--- config.mk ---
export PLATFORM = sky130hd
export DESIGN_NAME = sincos_seq_flat
export DESIGN_NICKNAME = d
export VERILOG_FILES = /design/src/rtl/sincos_pkg.sv /design/src/rtl/sincos_seq_if.sv /design/src/rtl/sincos_out_fifo.sv /design/src/rtl/sincos_seq.sv /design/src/flat_wrapper.sv
export SDC_FILE = /design/constraint.sdc
export NUM_CORES = 1
export LEC_CHECK = 0
export ABC_AREA = 1
export CORE_UTILIZATION = 54
export CTS_CLUSTER_SIZE = 28
export DETAILED_ROUTE_END_ITERATION = 12
export PLACE_DENSITY_LB_ADDON = 0.12
export SYNTH_ARGS = -nofsm -noshare
export SYNTH_HDL_FRONTEND = slang
export SYNTH_SLANG_ARGS = --single-unit
--- constraint.sdc ---
create_clock -name clk -period 2.7 [get_ports clk]
set_input_delay 0.81 -clock clk [delete_from_list [all_inputs] [get_ports clk]]
set_output_delay 0.81 -clock clk [all_outputs]
set_load 0.02 [all_outputs]
--- src/rtl/sincos_pkg.sv ---
// Shared definitions for the Sin/Cos sequencer slice.
//   LAT       : Sin/Cos datapath latency (sc_u1 change -> matching sc_g0/sc_g1)
//   SAMPLE_W  : width of phase samples and g outputs
//   sample_t  : one phase sample or one g value
//   state_t   : sequencer FSM states
//   g_pair_t  : one {g0, g1} result pair as stored in the output FIFO
package sincos_pkg;

  localparam int LAT      = 7;
  localparam int SAMPLE_W = 16;

  typedef logic [SAMPLE_W-1:0] sample_t;

  typedef enum logic [1:0] {
    IDLE,
    RUN,
    DRAIN
  } state_t;

  typedef struct packed {
    sample_t g0;
    sample_t g1;
  } g_pair_t;

endpackage

--- src/rtl/sincos_seq_if.sv ---
// Streaming handshakes of the Sin/Cos sequencer.
//   in_valid/in_data/in_ready     : phase samples u1 into the sequencer
//   out_valid/out_g0/out_g1/out_ready : result pairs out of the FIFO head
// The slave modport is the sequencer's view; master is the producer/consumer.
interface sincos_seq_if;
  import sincos_pkg::*;

  logic    in_valid;
  sample_t in_data;
  logic    in_ready;
  logic    out_valid;
  sample_t out_g0;
  sample_t out_g1;
  logic    out_ready;

  modport master (
    output in_valid, in_data, out_ready,
    input  in_ready, out_valid, out_g0, out_g1
  );

  modport slave (
    input  in_valid, in_data, out_ready,
    output in_ready, out_valid, out_g0, out_g1
  );

endinterface

--- src/rtl/sincos_out_fifo.sv ---
// Synchronous FIFO for g-pairs, arbitrary depth, with occupancy output.
//   clk, rst_n : clock, asynchronous active-low reset (clears pointers/count)
//   push       : write push_data at the tail (caller guarantees not full,
//                or full together with pop)
//   push_data  : pair to write
//   pop        : remove the head (ignored when empty)
//   head       : current head pair, forced to zero while empty
//   valid      : FIFO not empty
//   count      : number of stored entries
module sincos_out_fifo
  import sincos_pkg::*;
#(
  parameter int DEPTH = 16
) (
  input  logic                         clk,
  input  logic                         rst_n,
  input  logic                         push,
  input  g_pair_t                      push_data,
  input  logic                         pop,
  output g_pair_t                      head,
  output logic                         valid,
  output logic [$clog2(DEPTH+1)-1:0]   count
);

  localparam int PTR_W = $clog2(DEPTH);
  localparam int CNT_W = $clog2(DEPTH+1);

  g_pair_t          mem [DEPTH];
  logic [PTR_W-1:0] wr_ptr;
  logic [PTR_W-1:0] rd_ptr;
  logic             pop_ok;

  function automatic logic [PTR_W-1:0] ptr_inc(input logic [PTR_W-1:0] p);
    return (p == PTR_W'(DEPTH-1)) ? '0 : p + PTR_W'(1);
  endfunction

  assign valid  = (count != '0);
  assign pop_ok = pop && valid;
  // Masking the head keeps the output at zero after reset without
  // having to clear the storage array.
  assign head   = valid ? mem[rd_ptr] : '0;

  // NOTE: storage is deliberately not reset; only pointers and count are,
  // which keeps the array a plain RAM and is enough to make it logically empty.
  always_ff @(posedge clk) begin
    if (push) mem[wr_ptr] <= push_data;
  end

  // NOTE: sequential state uses non-blocking assignments so every register
  // samples the pre-edge values regardless of block evaluation order.
  always_ff @(posedge clk or negedge rst_n) begin
    if (!rst_n) begin
      wr_ptr <= '0;
      rd_ptr <= '0;
      count  <= '0;
    end else begin
      if (push)   wr_ptr <= ptr_inc(wr_ptr);
      if (pop_ok) rd_ptr <= ptr_inc(rd_ptr);
      case ({push, pop_ok})
        2'b10:   count <= count + CNT_W'(1);
        2'b01:   count <= count - CNT_W'(1);
        default: count <= count;
      endcase
    end
  end

endmodule

--- src/rtl/sincos_seq.sv ---
// Sequencer / flow controller for the free-running Sin/Cos datapath.
//   clk, rst_n  : clock, asynchronous active-low reset
//   start       : begin a burst (only looked at in IDLE)
//   num_samples : burst length, latched when start is taken
//   busy        : high in RUN and DRAIN
//   done        : one-cycle pulse at burst completion
//   io          : in_* sample stream and out_* result stream (slave side)
//   sc_u1       : registered phase to the datapath
//   sc_g0/sc_g1 : datapath outputs, valid LAT cycles after sc_u1 changes
// Each accepted sample is tracked through a LAT+1 stage valid shift
// register; a credit check against inflight + FIFO occupancy ensures the
// non-stallable datapath never returns a result the FIFO cannot hold.
module sincos_seq
  import sincos_pkg::*;
#(
  parameter int FIFO_DEPTH = 16,
  parameter int CNT_W      = 16
) (
  input  logic             clk,
  input  logic             rst_n,
  input  logic             start,
  input  logic [CNT_W-1:0] num_samples,
  output logic             busy,
  output logic             done,
  sincos_seq_if.slave      io,
  output sample_t          sc_u1,
  input  sample_t          sc_g0,
  input  sample_t          sc_g1
);

  localparam int INF_W  = $clog2(LAT+2);
  localparam int FCNT_W = $clog2(FIFO_DEPTH+1);

  state_t             state;
  state_t             state_nxt;
  logic [CNT_W-1:0]   remaining;
  logic [LAT:0]       vsr;
  logic [INF_W-1:0]   inflight;
  logic [FCNT_W-1:0]  fifo_count;
  logic               fifo_valid;
  logic               accept;
  logic               retire;
  logic               pop;
  logic               start_burst;
  logic               drain_empty;
  logic               done_set;
  g_pair_t            head;

  assign accept      = io.in_valid && io.in_ready;
  assign retire      = vsr[LAT];
  assign pop         = io.out_valid && io.out_ready;
  assign start_burst = (state == IDLE) && start && (num_samples != '0);
  assign drain_empty = (inflight == '0) && !fifo_valid;

  // Every accepted sample holds one credit until it leaves the FIFO.
  assign io.in_ready = (state == RUN) && (remaining != '0) &&
                       ((32'(inflight) + 32'(fifo_count)) < 32'(FIFO_DEPTH));

  // FSM: state register
  always_ff @(posedge clk or negedge rst_n) begin
    if (!rst_n) state <= IDLE;
    else        state <= state_nxt;
  end

  // FSM: next state
  always_comb begin
    state_nxt = state;
    case (state)
      IDLE:    if (start_burst) state_nxt = RUN;
      RUN:     if (accept && (remaining == CNT_W'(1))) state_nxt = DRAIN;
      DRAIN:   if (drain_empty) state_nxt = IDLE;
      default: state_nxt = IDLE;
    endcase
  end

  // FSM: outputs
  // NOTE: every signal written here gets a default first so no path
  // leaves it unassigned and no latch is inferred.
  always_comb begin
    busy     = (state != IDLE);
    done_set = 1'b0;
    if ((state == IDLE) && start && (num_samples == '0)) done_set = 1'b1;
    if ((state == DRAIN) && drain_empty)                 done_set = 1'b1;
  end

  // Burst counter, phase register, valid tracking and done pulse.
  always_ff @(posedge clk or negedge rst_n) begin
    if (!rst_n) begin
      remaining <= '0;
      sc_u1     <= '0;
      vsr       <= '0;
      inflight  <= '0;
      done      <= 1'b0;
    end else begin
      done <= done_set;
      // Idle slots shift in a 0 so the matching datapath output is dropped.
      vsr  <= {vsr[LAT-1:0], accept};
      if (accept) sc_u1 <= io.in_data;

      if (start_burst)  remaining <= num_samples;
      else if (accept)  remaining <= remaining - CNT_W'(1);

      case ({accept, retire})
        2'b10:   inflight <= inflight + INF_W'(1);
        2'b01:   inflight <= inflight - INF_W'(1);
        default: inflight <= inflight;
      endcase
    end
  end

  sincos_out_fifo #(
    .DEPTH (FIFO_DEPTH)
  ) u_fifo (
    .clk       (clk),
    .rst_n     (rst_n),
    .push      (retire),
    .push_data ('{g0: sc_g0, g1: sc_g1}),
    .pop       (pop),
    .head      (head),
    .valid     (fifo_valid),
    .count     (fifo_count)
  );

  assign io.out_valid = fifo_valid;
  assign io.out_g0    = head.g0;
  assign io.out_g1    = head.g1;

endmodule

--- src/flat_wrapper.sv ---
// flat-port wrapper written by rule: the top's interface ports become plain ports
module sincos_seq_flat import sincos_pkg::*;
#(
  parameter int FIFO_DEPTH = 16,
  parameter int CNT_W      = 16
)
  (clk, rst_n, start, num_samples, busy, done, sc_u1, sc_g0, sc_g1, io_in_valid, io_in_data, io_out_ready, io_in_ready, io_out_valid, io_out_g0, io_out_g1);
  sincos_seq_if io_i ();
  input  logic clk;
  input  logic rst_n;
  input  logic start;
  input  logic [CNT_W-1:0] num_samples;
  output logic busy;
  output logic done;
  output sample_t sc_u1;
  input  sample_t sc_g0;
  input  sample_t sc_g1;
  input wire logic [$bits(io_i.in_valid)-1:0] io_in_valid;
  input wire logic [$bits(io_i.in_data)-1:0] io_in_data;
  input wire logic [$bits(io_i.out_ready)-1:0] io_out_ready;
  output wire logic [$bits(io_i.in_ready)-1:0] io_in_ready;
  output wire logic [$bits(io_i.out_valid)-1:0] io_out_valid;
  output wire logic [$bits(io_i.out_g0)-1:0] io_out_g0;
  output wire logic [$bits(io_i.out_g1)-1:0] io_out_g1;
  assign io_i.in_valid = io_in_valid;
  assign io_i.in_data = io_in_data;
  assign io_i.out_ready = io_out_ready;
  assign io_in_ready = io_i.in_ready;
  assign io_out_valid = io_i.out_valid;
  assign io_out_g0 = io_i.out_g0;
  assign io_out_g1 = io_i.out_g1;
  sincos_seq #(.FIFO_DEPTH(FIFO_DEPTH), .CNT_W(CNT_W)) u_core (.clk(clk), .rst_n(rst_n), .start(start), .num_samples(num_samples), .busy(busy), .done(done), .io(io_i), .sc_u1(sc_u1), .sc_g0(sc_g0), .sc_g1(sc_g1));
endmodule
==> flow_metrics.py <==
metrics = {
    "sta": {
        "setup_viol": 33,
        "finalHoldViolations": 0,
        "worstMarginPinSlew_ns": 0.635,
        "finalCritPeriodShare_pct": 118,
        "skew_ns": 0.0298,
        "layout_setup_ws_ns": -0.491,
        "rsz0062_at_grt": "true",
        "max_slew_margin_pct": 57.6,
        "max_freq_ghz": 0.313,
        "fin_setup_tns_ns": -13.03,
        "slew_violations": 0,
        "period_minus_slack_ns": 3.19,
    },
    "synthesis": {
        "ys_ff_latch": 572,
        "yosysSeqAreaShare_pct": 71.9,
        "synth_edf_count": 512,
        "synthArstFlopShare_pct": 10.5,
        "synth_area_leaders": "edfxtp_1 (66%), nand2_1 (7.9%), dfrtp_1 (6.4%)",
        "synth.most_common_cell": "edfxtp_1",
        "yosys.area.top_type_share_pct": 65.5,
        "syn-num-nets": 2063,
        "synthFlopType": "edfxtp_1",
        "synth.distinct_cells": 35,
        "synth_commonest_cells": "edfxtp_1 (512), nand2_1 (494), nor2_1 (214)",
        "syn_area_um2": 23500,
        "syn_area_per_cell_um2": 11.9,
        "syn_inst": 1975,
        "synth_warnings": 0,
        "yosys.area.top_type": "edfxtp_1",
    },
    "global_route": {
        "grt_usage_pct": 28.1,
        "grt_pass1_vias": 15800,
        "antenna_found_initial": 1,
        "grt_pass1_wl_mm": 92.7,
        "grt_max_degree": 61,
        "grt-ovfl-total": 0,
    },
    "worst_setup_path": {
        "slowest_stage": "dfrtp_4",
        "crit_buf_inv": 4,
        "cp_data_arrival_time_ns": 2.38,
        "cp_max_fo": 15,
        "worstSetupPathType": "reg2out",
        "critPathMaxStageDelay_ns": 0.52,
        "crit_top_cell": "nand2_1",
        "critPathCaptureType": "output pin",
        "path_cells": "buf_6 > buf_12 > buf_16 > nand2_1 > a21oi_2 > nor3_1 > nand2_1 > nand2_1 > nor2_2 > buf_6",
        "required_ns": 1.89,
        "cp-start-kind": "register",
        "cpLargestDelayFamily": "simple AND/OR/NAND/NOR gates",
    },
    "clock_tree": {
        "clkSlewWorstSetupHoldPaths_ns": 0.06,
        "cts_hold_buf": 0,
        "cts.sinks": 572,
        "clock_latency_ns": 0.63,
        "cts_root_buffer": "clkbuf_16",
        "cts_inserted_buffers": 57,
        "cts.path.max_buffers": 3,
        "h-tree-depth": 2,
        "cts_tree": "done",
    },
    "final_layout": {
        "finish.net_count": 2312,
        "area_delta_synth_final_pct": 27.8,
        "drive_above_1_share_pct": 20.9,
        "finish.utilization_pct": 69.8,
    },
    "route": {
        "via_count": 16300,
        "wire_per_inst_um": 21.9,
        "drt_iter0_markers": 1642,
        "drc": 0,
        "dr.pass1.iters": 6,
        "viasPerCell": 5.70,
        "drt-total-wl_mm": 62.7,
        "postRouteAntennaNets": 0,
    },
    "floorplanning": {
        "core_area_um2": 43000,
        "ios": 121,
        "die_w_um": 210,
        "dieHeight_um": 210,
        "die-area_um2": 44300,
        "start_util_pct": 54.6,
        "core.rowCount": 76,
    },
    "min_path": {
        "worstHoldPathType": "in2async",
    },
    "pwr": {
        "p_per_area_nw_per_um2": 1170,
        "p_leak_uw": 0.0112,
        "ir_drop_uv": 755,
    },
    "place": {
        "gpl.final_weighted_congestion": 0.848,
        "io_buffers": 120,
        "dp_hpwl_mm": 34.5,
    },
    "run": {
        "drv_cap": 0,
    },
    "outcome": {
        "status": "finished, violations left",
        "violations": "negative setup slack",
    },
}
-- cells in the final DEF, fill, tap and decap left out, drive strengths merged, types with 6 or more instances in the layout --
cell type	netlist	final
a21oi	135	135
buf	53	204
bufinv	0	9
clkbuf	54	79
clkdlybuf4s50	0	85
clkinv	1	19
dfrtp	60	60
edfxtp	512	512
ha	17	17
inv	44	47
mux2i	32	32
nand2	498	498
nand3	47	47
nor2	219	219
nor3	33	33
o21ai	176	176
o22ai	65	65
xnor2	6	6
xor2	8	8
-- per-layer routing --
layer	wire, µm	track usage [%]	up-vias
li1	-	-	7499
met4	1610	8.40	0
met2	30700	46.9	644
met3	4440	4.14	114
met1	25900	38.5	8034
met5	0	0	-
-- report_power, final --
| group | internal (µW) | switching, µW |
|---|---|---|
| registers | 10500 | 473 |
| logic | 6800 | 9070 |
| clock network | 4880 | 3320 |
-- kinds of logic (layout without fill, tap and decap cells) --
group | after synthesis | count (layout) | synth area share [%]
simple gates | 806 | 806 | 13.6
flops | 572 | 572 | 71.9
buf+inv | 152 | 447 | 2.95
xor+xnor | 14 | 14 | 0.523
mux | 32 | 32 | 1.36
other cells | 0 | 1 | 0
compound gates | 380 | 380 | 8.54
fa+ha+maj | 19 | 19 | 1.08
-- stage by stage --
step | instances | setup slack [ns] | instance area [µm²] | hold WS [ns] | power (µW)
5_1_grt | 2856 | -0.599 | 30000 | 0.208 | 36700
4_1_cts | 2851 | -0.458 | 29600 | 0.195 | 34200
2_1_floorplan | 1975 | 0.0952 | 23500 | 0.331 | 18300
6_report | 2856 | -0.491 | 30000 | 0.179 | 35000
3_3_place_gp | 2703 | -0.300 | 26500 | 0.336 | 23700
3_5_place_dp | 2703 | -0.286 | 26500 | 0.336 | 23900
-- area by class of cell --
type | instances | area, µm²
Inverter | 45 | 186
Clock inverter | 30 | 394
Tap cell | 585 | 732
Antenna cell | 1 | 2.50
Fill cell | 2978 | 13000
Sequential cell | 572 | 16900
Clock buffer | 75 | 1550
Timing Repair Buffer | 296 | 3640
Timing Repair inverter | 1 | 16.3
Multi-Input combinational cell | 1251 | 6590
-- flip-flops by register name, indices dropped and copies added, names as in the netlist --
signal and count:
u_core.vsr 8, u_core.u_fifo.rd_ptr 4, u_core.u_fifo.wr_ptr 4, u_core.done 1, u_core.sc_u1 16, u_core.u_fifo.mem 512
u_core.state 2, u_core.remaining 16, u_core.inflight 4, u_core.u_fifo.count 5
-- repair_timing --
item,in CTS,in global routing
cloned,17,5
endpoints found under the hold margin,0,0
resized for setup,348,129
setup endpoints to repair,34,36
pin swaps,62,72
setup buffers,26,5
-- final timing paths --
path,startpoint,end,slack (ns),cells past startpoint
min in group clk,u_core.vsr[6],u_core.vsr[7],0.34,0
worst max-delay path,u_core.u_fifo.rd_ptr[0],io_out_g0[3],-0.49,10
max in group asynchronous,rst_n,u_core.u_fifo.rd_ptr[0],2.17,2
worst max register to register,u_core.u_fifo.count[1],u_core.inflight[3],0.21,16
worst min register to register,u_core.vsr[6],u_core.vsr[7],0.34,0
worst min-delay path,rst_n,u_core.remaining[6],0.18,2
Power figures use the tool's default switching activity.
